### config.mk
export PLATFORM = sky130hd
export DESIGN_NAME = seg7_digit_receiver
export DESIGN_NICKNAME = d
export VERILOG_FILES = /design/src/rtl/seg7_rx_pkg.sv /design/src/rtl/seg7_digit_receiver_decode.sv /design/src/rtl/seg7_digit_receiver.sv
export SDC_FILE = /design/constraint.sdc
export NUM_CORES = 1
export LEC_CHECK = 0
export ABC_AREA = 0
export BUFFER_PORTS_ARGS = -buffer_cell sky130_fd_sc_hd__buf_2
export CORE_MARGIN = 10
export CORE_UTILIZATION = 55
export DETAILED_ROUTE_END_ITERATION = 12
export GPL_ROUTABILITY_DRIVEN = 0
export PLACE_DENSITY = 0.75
export SYNTH_ARGS = -nofsm -noshare
export SYNTH_HDL_FRONTEND = slang
export SYNTH_SLANG_ARGS = --single-unit
### constraint.sdc
create_clock -name clk -period 2.6 [get_ports clk]
set_clock_uncertainty 0.05 [all_clocks]
set_input_delay 0.26 -clock clk [delete_from_list [all_inputs] [get_ports clk]]
set_output_delay 0.26 -clock clk [all_outputs]
set_load 0.05 [all_outputs]
### src/rtl/seg7_rx_pkg.sv
// Purpose : shared constants for the seven-segment digit receiver (segment
//           patterns, FSM states, xorshift32 predictor step).
// Latency : n/a (package). Backpressure: n/a.
package seg7_rx_pkg;

    // Segment patterns {g,f,e,d,c,b,a}, bit0 = a, for digits 0..9.
    localparam logic [6:0] SEG_0 = 7'h3F;
    localparam logic [6:0] SEG_1 = 7'h06;
    localparam logic [6:0] SEG_2 = 7'h5B;
    localparam logic [6:0] SEG_3 = 7'h4F;
    localparam logic [6:0] SEG_4 = 7'h66;
    localparam logic [6:0] SEG_5 = 7'h6D;
    localparam logic [6:0] SEG_6 = 7'h7D;
    localparam logic [6:0] SEG_7 = 7'h07;
    localparam logic [6:0] SEG_8 = 7'h7F;
    localparam logic [6:0] SEG_9 = 7'h6F;

    typedef enum logic [1:0] {
        WAIT_FIRST = 2'd0,
        TRACK      = 2'd1,
        SETTLE     = 2'd2
    } rx_state_t;

    // xorshift32 shift amounts, matching the generator.
    localparam int XS_SHL_A = 13;
    localparam int XS_SHR   = 17;
    localparam int XS_SHL_B = 5;

    function automatic logic [31:0] xorshift32(input logic [31:0] s);
        logic [31:0] t;
        t = s ^ (s << XS_SHL_A);
        t = t ^ (t >> XS_SHR);
        t = t ^ (t << XS_SHL_B);
        return t;
    endfunction

endpackage

### src/rtl/seg7_digit_receiver_decode.sv
// Purpose : seg7_decode, maps a 7-bit segment pattern to a BCD digit + legal flag.
// Latency : combinational.  Backpressure: none.
// Ports   : i_seg pattern in; o_digit decoded value (0 when illegal); o_legal.
module seg7_decode
    import seg7_rx_pkg::*;
(
    input  logic [6:0] i_seg,
    output logic [3:0] o_digit,
    output logic       o_legal
);

    always_comb begin
        o_digit = 4'd0;
        o_legal = 1'b1;
        case (i_seg)
            SEG_0:   o_digit = 4'd0;
            SEG_1:   o_digit = 4'd1;
            SEG_2:   o_digit = 4'd2;
            SEG_3:   o_digit = 4'd3;
            SEG_4:   o_digit = 4'd4;
            SEG_5:   o_digit = 4'd5;
            SEG_6:   o_digit = 4'd6;
            SEG_7:   o_digit = 4'd7;
            SEG_8:   o_digit = 4'd8;
            SEG_9:   o_digit = 4'd9;
            default: o_legal = 1'b0;
        endcase
    end

endmodule

### src/rtl/seg7_digit_receiver.sv
// Purpose : samples a generator's segment bus, debounces each new pattern and
//           decodes it to a digit; a period counter re-emits unchanged digits.
// Latency : digit_valid STABLE_CYCLES edges after a pattern first hits seg_in.
// Backpressure: none; every received digit is a one-cycle pulse.
// Ports   : clk, reset (sync, active-high); i_seg_in segments; i_seed_in
//           predictor seed; o_digit/o_digit_valid/o_repeat_flag received digit;
//           o_pattern_err illegal stable pattern; o_locked first digit seen;
//           o_seq_err/o_match_cnt predictor results (only with SEQ_CHECK_EN).
// Config  : `define SEQ_CHECK_EN builds the xorshift32 sequence predictor.
module seg7_digit_receiver
    import seg7_rx_pkg::*;
#(
    parameter int STABLE_CYCLES = 4,
    parameter int PERIOD        = 1001
) (
    input  logic       clk,
    input  logic       reset,
    input  logic [6:0] i_seg_in,
    input  logic [5:0] i_seed_in,
    output logic [3:0] o_digit,
    output logic       o_digit_valid,
    output logic       o_repeat_flag,
    output logic       o_pattern_err,
`ifdef SEQ_CHECK_EN
    output logic       o_seq_err,
    output logic [7:0] o_match_cnt,
`endif
    output logic       o_locked
);

    localparam int             PW          = $clog2(PERIOD);
    localparam logic [3:0]     STABLE_MAX  = 4'(STABLE_CYCLES);
    localparam logic [PW-1:0]  PERIOD_LAST = PW'(PERIOD - 1);

    logic [6:0]    r_seg_q, r_cand, r_acc_pat;
    logic [3:0]    r_stable_cnt;
    logic [PW-1:0] r_period_cnt;
    rx_state_t     r_state, w_state_nxt;
    logic [3:0]    r_digit;
    logic          r_digit_valid, r_repeat_flag, r_pattern_err, r_locked;

    logic          w_changed, w_reach, w_tick;
    logic [3:0]    w_stable_nxt, w_dec_digit;
    logic          w_dec_legal, w_accept, w_repeat, w_bad;

    assign w_changed    = (r_seg_q != r_cand);
    assign w_stable_nxt = w_changed ? 4'd1 :
                          (r_stable_cnt == STABLE_MAX) ? r_stable_cnt : r_stable_cnt + 4'd1;
    // One-shot: true only on the cycle the count arrives at the threshold, so an
    // illegal pattern held indefinitely raises pattern_err exactly once.
    assign w_reach      = (w_stable_nxt == STABLE_MAX) &&
                          (w_changed || (r_stable_cnt != STABLE_MAX));
    assign w_tick       = (r_period_cnt == PERIOD_LAST);

    // The candidate's next value is always r_seg_q, so decode that directly;
    // this lets the accept pulse land on the same edge the count matures.
    seg7_decode u_decode (
        .i_seg   (r_seg_q),
        .o_digit (w_dec_digit),
        .o_legal (w_dec_legal)
    );

    always_comb begin
        w_state_nxt = r_state;
        w_accept    = 1'b0;
        w_repeat    = 1'b0;
        w_bad       = 1'b0;
        case (r_state)
            WAIT_FIRST: begin
                if (w_reach) begin
                    if (w_dec_legal) begin
                        w_accept    = 1'b1;
                        w_state_nxt = TRACK;
                    end else begin
                        w_bad = 1'b1;
                    end
                end
            end
            TRACK, SETTLE: begin
                if (r_state == TRACK && r_seg_q == r_acc_pat) begin
                    w_repeat = w_tick;
                end else if (w_reach) begin
                    // Covers SETTLE and the STABLE_CYCLES=1 case where a change
                    // matures before TRACK has handed over to SETTLE.
                    if (!w_dec_legal) begin
                        w_bad       = 1'b1;
                        w_state_nxt = SETTLE;
                    end else begin
                        w_accept    = (r_seg_q != r_acc_pat);
                        w_state_nxt = TRACK;
                    end
                end else begin
                    w_state_nxt = SETTLE;
                end
            end
            default: w_state_nxt = WAIT_FIRST;
        endcase
    end

    always_ff @(posedge clk) begin
        if (reset) begin
            r_seg_q       <= 7'd0;
            r_cand        <= 7'd0;
            r_acc_pat     <= 7'd0;
            r_stable_cnt  <= 4'd0;
            r_period_cnt  <= '0;
            r_state       <= WAIT_FIRST;
            r_digit       <= 4'd0;
            r_digit_valid <= 1'b0;
            r_repeat_flag <= 1'b0;
            r_pattern_err <= 1'b0;
            r_locked      <= 1'b0;
        end else begin
            r_seg_q      <= i_seg_in;
            r_stable_cnt <= w_stable_nxt;
            r_state      <= w_state_nxt;
            if (w_changed) begin
                r_cand <= r_seg_q;
            end
            // Wraps only while tracking; elsewhere it parks at PERIOD-1.
            if (w_changed || (r_state == TRACK && w_tick)) begin
                r_period_cnt <= '0;
            end else if (!w_tick) begin
                r_period_cnt <= r_period_cnt + 1'b1;
            end
            r_digit_valid <= w_accept | w_repeat;
            r_repeat_flag <= w_repeat;
            r_pattern_err <= w_bad;
            if (w_accept) begin
                r_acc_pat <= r_seg_q;
                r_digit   <= w_dec_digit;
                r_locked  <= 1'b1;
            end
        end
    end

    assign o_digit       = r_digit;
    assign o_digit_valid = r_digit_valid;
    assign o_repeat_flag = r_repeat_flag;
    assign o_pattern_err = r_pattern_err;
    assign o_locked      = r_locked;

`ifdef SEQ_CHECK_EN
    // Predictor checks the registered digit, so seq_err / match_cnt move one
    // cycle after the digit_valid pulse they judge.
    logic [31:0] r_st, w_st_nxt;
    logic        r_first_seen, r_seq_err;
    logic [7:0]  r_match_cnt;
    logic [3:0]  w_exp_digit;

    assign w_st_nxt    = xorshift32(r_st);
    assign w_exp_digit = w_st_nxt[3:0] % 4'd10;

    always_ff @(posedge clk) begin
        if (reset) begin
            r_st         <= {26'b0, i_seed_in};
            r_first_seen <= 1'b0;
            r_seq_err    <= 1'b0;
            r_match_cnt  <= 8'd0;
        end else if (r_digit_valid) begin
            // First digit after reset is the generator's reset display.
            if (!r_first_seen) begin
                r_first_seen <= 1'b1;
            end else begin
                r_st <= w_st_nxt;
                if (r_digit != w_exp_digit) begin
                    r_seq_err <= 1'b1;
                end else if (r_match_cnt != 8'hFF) begin
                    r_match_cnt <= r_match_cnt + 8'd1;
                end
            end
        end
    end

    assign o_seq_err   = r_seq_err;
    assign o_match_cnt = r_match_cnt;
`else
    logic w_unused_seed;
    assign w_unused_seed = ^i_seed_in;
`endif

endmodule
# [Yosys cells after proc, flatten, opt, wreduce, memory -nomap -nowiden]
# Cells that the tools add are included.
[word_totals] n_memories=0 latch_bits=0 romBits=0 word_cells=68 ram_bits=0 ff_bits=45
[classes] muxes=22 n_div=0 magnitude_cmp=0 n_reduce_logical=10 addsub=2 n_mul=0 n_shift=0 bitwise_logic=1 n_eq_ne=22
[ops] cell="equality test 7 bit (second input constant)" n=7
[ops] cell="one-hot mux 4 bit (9 select lines)" n=1
[ops] cell="equality test 7 x 3 -> 1 bit (second input constant)" n=2
[ops] cell="inequality test 7 bit" n=2
[ops] cell="two-way mux 1 bit" n=11
[ops] cell="adder 10 x 1 -> 10 bit (second input constant)" n=1
[ops] cell="equality test 10 bit (second input constant)" n=1
[ops] cell="two-way mux 2 bit" n=5
[ops] cell="OR reduction 10 bit" n=1
[ops] cell="equality test 4 x 3 -> 1 bit (second input constant)" n=2
[ops] cell="two-way mux 4 bit" n=2
[ops] cell="equality test 7 x 6 -> 1 bit (second input constant)" n=1
[ops] cell="equality test 7 bit" n=1
[ops] cell="inequality test 2 bit (second input constant)" n=3
[ops] cell="adder 4 x 1 -> 4 bit (second input constant)" n=1
[ops] cell="inequality test 4 x 3 -> 1 bit (second input constant)" n=1
[ops] cell="one-hot mux 1 bit (2 select lines)" n=2
[ops] cell="one-hot mux 2 bit (2 select lines)" n=1
[ops] cell="OR reduction 2 bit" n=2
[ops] cell="logical AND 1 bit" n=3
[ops] cell="AND reduction 3 bit" n=1
[ops] cell="equality test 2 x 1 -> 1 bit (second input constant)" n=1
[ops] cell="equality test 2 bit (second input constant)" n=1
[ops] cell="zero test 2 bit" n=1
[ops] cell="other kinds (2)" n=3

# [Depth between registers and ports, before layout]
[logic_depth] word_depth=9 ltp_mapped=9 ltp_nobuf=8

# [Modules after synthesis]
# Synthesis repeated with hierarchy kept, for this count alone.
[unflattened] hier_cells=244 area_unflattened_um2=2169.6
[modules_own_cells] module="seg7_digit_receiver" cells_each=212 area_per_inst_um2=1968.1 n_inst=1
[modules_own_cells] module="seg7_decode" cells_each=32 area_per_inst_um2=201.4 n_inst=1

# [Worst setup path before layout]
# No wires, ideal clock.
[synth_timing] kind="register to register" startpoint="register r_seg_q[6]" endpoint="register r_digit[1], in the netlist o_digit[1]" path_buffers=2 stages_incl_launch_ff=9 setup_ps=128 t_arrival_ps=1958 path_slack_ps=465 synth_period_minus_slack_ps=2135 path_cell_list="dfxtp_1 > buf_6 > or4b_4 > o32a_1 > nand4_2 > nand4b_4 > buf_6 > mux2i_1 > nor2_1"
[synth_via] elab_chain_len=7
[synth_rtl] element="start: declaration" line="seg7_digit_receiver.sv:35" text="logic [6:0] r_seg_q, r_cand, r_acc_pat;"
[synth_rtl] element="start signal: assignment" line="seg7_digit_receiver.sv:114" text="r_seg_q <= i_seg_in;"
[synth_rtl] element="equality test 7 x 6 -> 1 bit (tied with other cells)" line="seg7_digit_receiver_decode.sv:15" text="case (i_seg)"
[synth_rtl] element="OR reduction 10 bit (no line) or two-way mux 4 bit (tied branches)"
[synth_rtl] element="two-way mux 1 bit or equality test 4 x 3 -> 1 bit (tied branches)" line="seg7_digit_receiver_decode.sv:15, seg7_digit_receiver.sv:51"
[synth_rtl] element="two-way mux 1 bit or logical AND 1 bit (tied branches)" line="seg7_digit_receiver.sv:85, seg7_digit_receiver.sv:51"
[synth_rtl] element="two-way mux 1 bit" line="seg7_digit_receiver.sv:82" text="end else if (w_reach) begin"
[synth_rtl] element="two-way mux 1 bit" line="seg7_digit_receiver.sv:80" text="if (r_state == TRACK && r_seg_q == r_acc_pat) begin"
[synth_rtl] element="one-hot mux 1 bit (2 select lines)" line="seg7_digit_receiver.sv:68" text="case (r_state)"
[synth_rtl] element="end signal: assignment" line="seg7_digit_receiver.sv:131" text="r_digit <= w_dec_digit;"
[synth_rtl] element="end: declaration" line="seg7_digit_receiver.sv:39" text="logic [3:0] r_digit;"
# Several ways; a longest one is shown, not always the timed one.
# A chain may end at the register's enable or synchronous reset.

# [Final worst setup path]
[layout_timing] startpoint="register r_seg_q[6]" endpoint="register r_digit[0], in the netlist o_digit[0]"
# Same word-level chain as after synthesis.

==> impl_results.md <==
- Die area: 6740 sq um
- Vias: 1555
- Num rows: 22
- Gate Count Post-Synth: 231
- RR Startpoint: r_seg_q[6]
- Most area-hungry cell type in the Yosys netlist: dfxtp_1
- Total Wirelength: 3820 microns
- Pins Over Slew Limit: 0
- WP data required: 2.78 ns
- Syn Area/Cell: 9.18 sq um
- Post-route cell area: 2330 sq um
- Setup violators final: 0
- Capture point of the worst reg-to-reg path: o_digit[0]
- EDFF count, synth: 0
- CTS tree: done
- Final min period: 2.29 ns
- Status: finished clean
- P_leak: 1.04 nW
- Commonest non-fill, non-tap cell in the layout: dfxtp_1
- Post-route ant nets: 0
- Total Power: 1.22 mW
- Synth top area cells: dfxtp_1, nor2b_1, nor2_1
- Crit path launch: r_seg_q[6]
- Warning count from the yosys run: 0
- Slew HR: 63.0%
- Synth Register Bits: 45
- Initial DRC Count: 40
- CTS Buf Count: 5
- Worst Max-Slew Pin Slew: 0.556 ns
- RSZ-0062 raised after global routing: no
- Mapped cell area: 2120 sq um
- TNS Setup: 0 ns
- Gates resized, CTS repair: 0
- Util after Layout: 63.2%
- Clock sinks: 45
- Place WS: 0.304 ns
- Initial core utilization: 57.5%
- Final Cycle Share: 88.3%
- Worst-skew pair later-pin latency: 0.29 ns
- Post-synth ARST share: 0%
- Clock tree buffer depth: 2
- GR Util All Layers: 12.7%
- Seq/Total Area, Yosys: 42.5%
- Crit end category: flip-flop
- Die Wd: 82.1 microns
- Largest net degree at the start of global routing: 33
- Routed length per instance: 12.9 microns
- Dpl cells: 289
- HP Class: primary input to flip-flop
- # IOs: 23
- Cell area after placement: 2240 sq um
- R2R Setup Slk: 0.31 ns
- Setup crit end: o_digit[0]
- Port bufs: 16
- Main flop type after synthesis: dfxtp_1
- VDD IR max: 0.361 mV
- Number of global-route vias before repair: 1525
- Yosys cell types: 40
- DRC viols: 0
- Pwr/cell area: 523 nW/um^2
- Layout Nets: 270
- PnR worst setup slack: 0.305 ns
- Final Hold Fails: 0
- Post-CTS setup buffers: 0
- WP data arrival: 2.47 ns
- Area growth, synth to finish: 9.92%
- Most frequent cells in the layout: dfxtp_1, nor2_1, nor2b_1, buf_2
- Hold-fix buffer count after cts: 0
- Syn_nets: 253
- Core Area: 3690 sq um
- R2R depth: 6
- CTS Root Cell: clkbuf_8
- Diode count: 0
- Initial antenna violation count: 0
- Share of layout cells above drive strength 1: 14.1%
- DRT Pass-1 Iters: 4
- WS Path Type: flip-flop to flip-flop
- Final cell count without fillers: 297
- Crit-path max FO: 16
- First-pass GRT wire length: 6870 microns
- Vias/cell: 5.24
- Post-synth top area share: 42.5%
- Maximum clock frequency: 436 MHz
- Max_cap viols: 0
- Clock slew seen by the registers of the worst setup and hold paths: 0.09 ns
- Post-Route Hold Slack: 0.123 ns
- Total gr overflow: 0
- Final HPWL DP: 2750 microns
- CP startpoint kind: flip-flop
- H-tree depth: 2
- Chip Height: 82.1 microns
==> Yosys cell counts (3+ instances only) <==
cell	count
nor3_1	6
clkbuf_1	8
a21oi_1	5
xnor2_1	11
nand2b_1	4
xor2_1	12
mux2i_1	10
inv_1	12
nand3b_1	3
dfxtp_1	45
nand4_1	4
nor2_1	28
and3_1	4
ha_1	7
nand2_1	9
nor2b_1	18
nand3_1	11
nor4_1	4
==> power breakdown <==
part           leakage (nW)  internal [mW]  switching, mW
Clock                0.0445          0.191          0.235
Sequential            0.366          0.701         0.0133
Combinational         0.632         0.0366         0.0426
==> cell type report <==
| type | instances | area, sq um |
|---|---|---|
| fill | 320 | 1360 |
| multi-input combinational | 162 | 1110 |
| sequential | 45 | 901 |
| timing repair buffer | 22 | 125 |
| clock buffer | 5 | 68.8 |
| tap | 48 | 60.1 |
| inverter | 12 | 45.0 |
| clock inverter | 3 | 21.3 |
==> flip-flops by register name, summed over array words and instances, names as in the netlist <==
register and count:
r_stable_cnt 4, r_acc_pat 7, o_digit_valid 1, r_cand 7, r_state 2, o_locked 1, r_seg_q 7, r_period_cnt 10
o_pattern_err 1, o_repeat_flag 1, o_digit 4
==> metal layers <==
layer  global-route usage (%)  routed length [microns]
met5                        0                        0
met4                     4.59                       49
met3                     3.49                      122
met2                     21.2                     1850
met1                     15.4                     1800
==> worst min-delay path by stage <==
stage | endpoint | start | cells after the start | slack, ns
2_1_floorplan | r_seg_q[0] | i_seg_in[0] | 1 | 0.34
3_3_place_gp | o_locked | o_locked | 2 | 0.38
3_5_place_dp | o_locked | o_locked | 2 | 0.39
4_1_cts | r_seg_q[4] | i_seg_in[4] | 2 | 0.12
5_1_grt | r_seg_q[2] | i_seg_in[2] | 2 | 0.11
6_report | r_seg_q[4] | i_seg_in[4] | 2 | 0.12
==> worst max-delay path, stage by stage, from the launching register on <==
cell and delay [ns]:
dfxtp_1 0.33, or4b_4 0.55, o32a_1 0.35, nand4_2 0.16
nand4b_4 0.30, a211o_1 0.38, a21oi_2 0.11
==> cell families after synthesis <==
family / count (synthesis) / synth area share [%]
buffers and inverters: 24 / 5.19
XOR/XNOR: 23 / 9.50
AND/OR/NAND/NOR: 103 / 27.4
multiplexers: 10 / 4.72
AO/OA/AOI/OAI: 19 / 6.55
flip-flops: 45 / 42.5
adder cells (fa/ha/maj): 7 / 4.13
(Power assumes the default switching activity.)
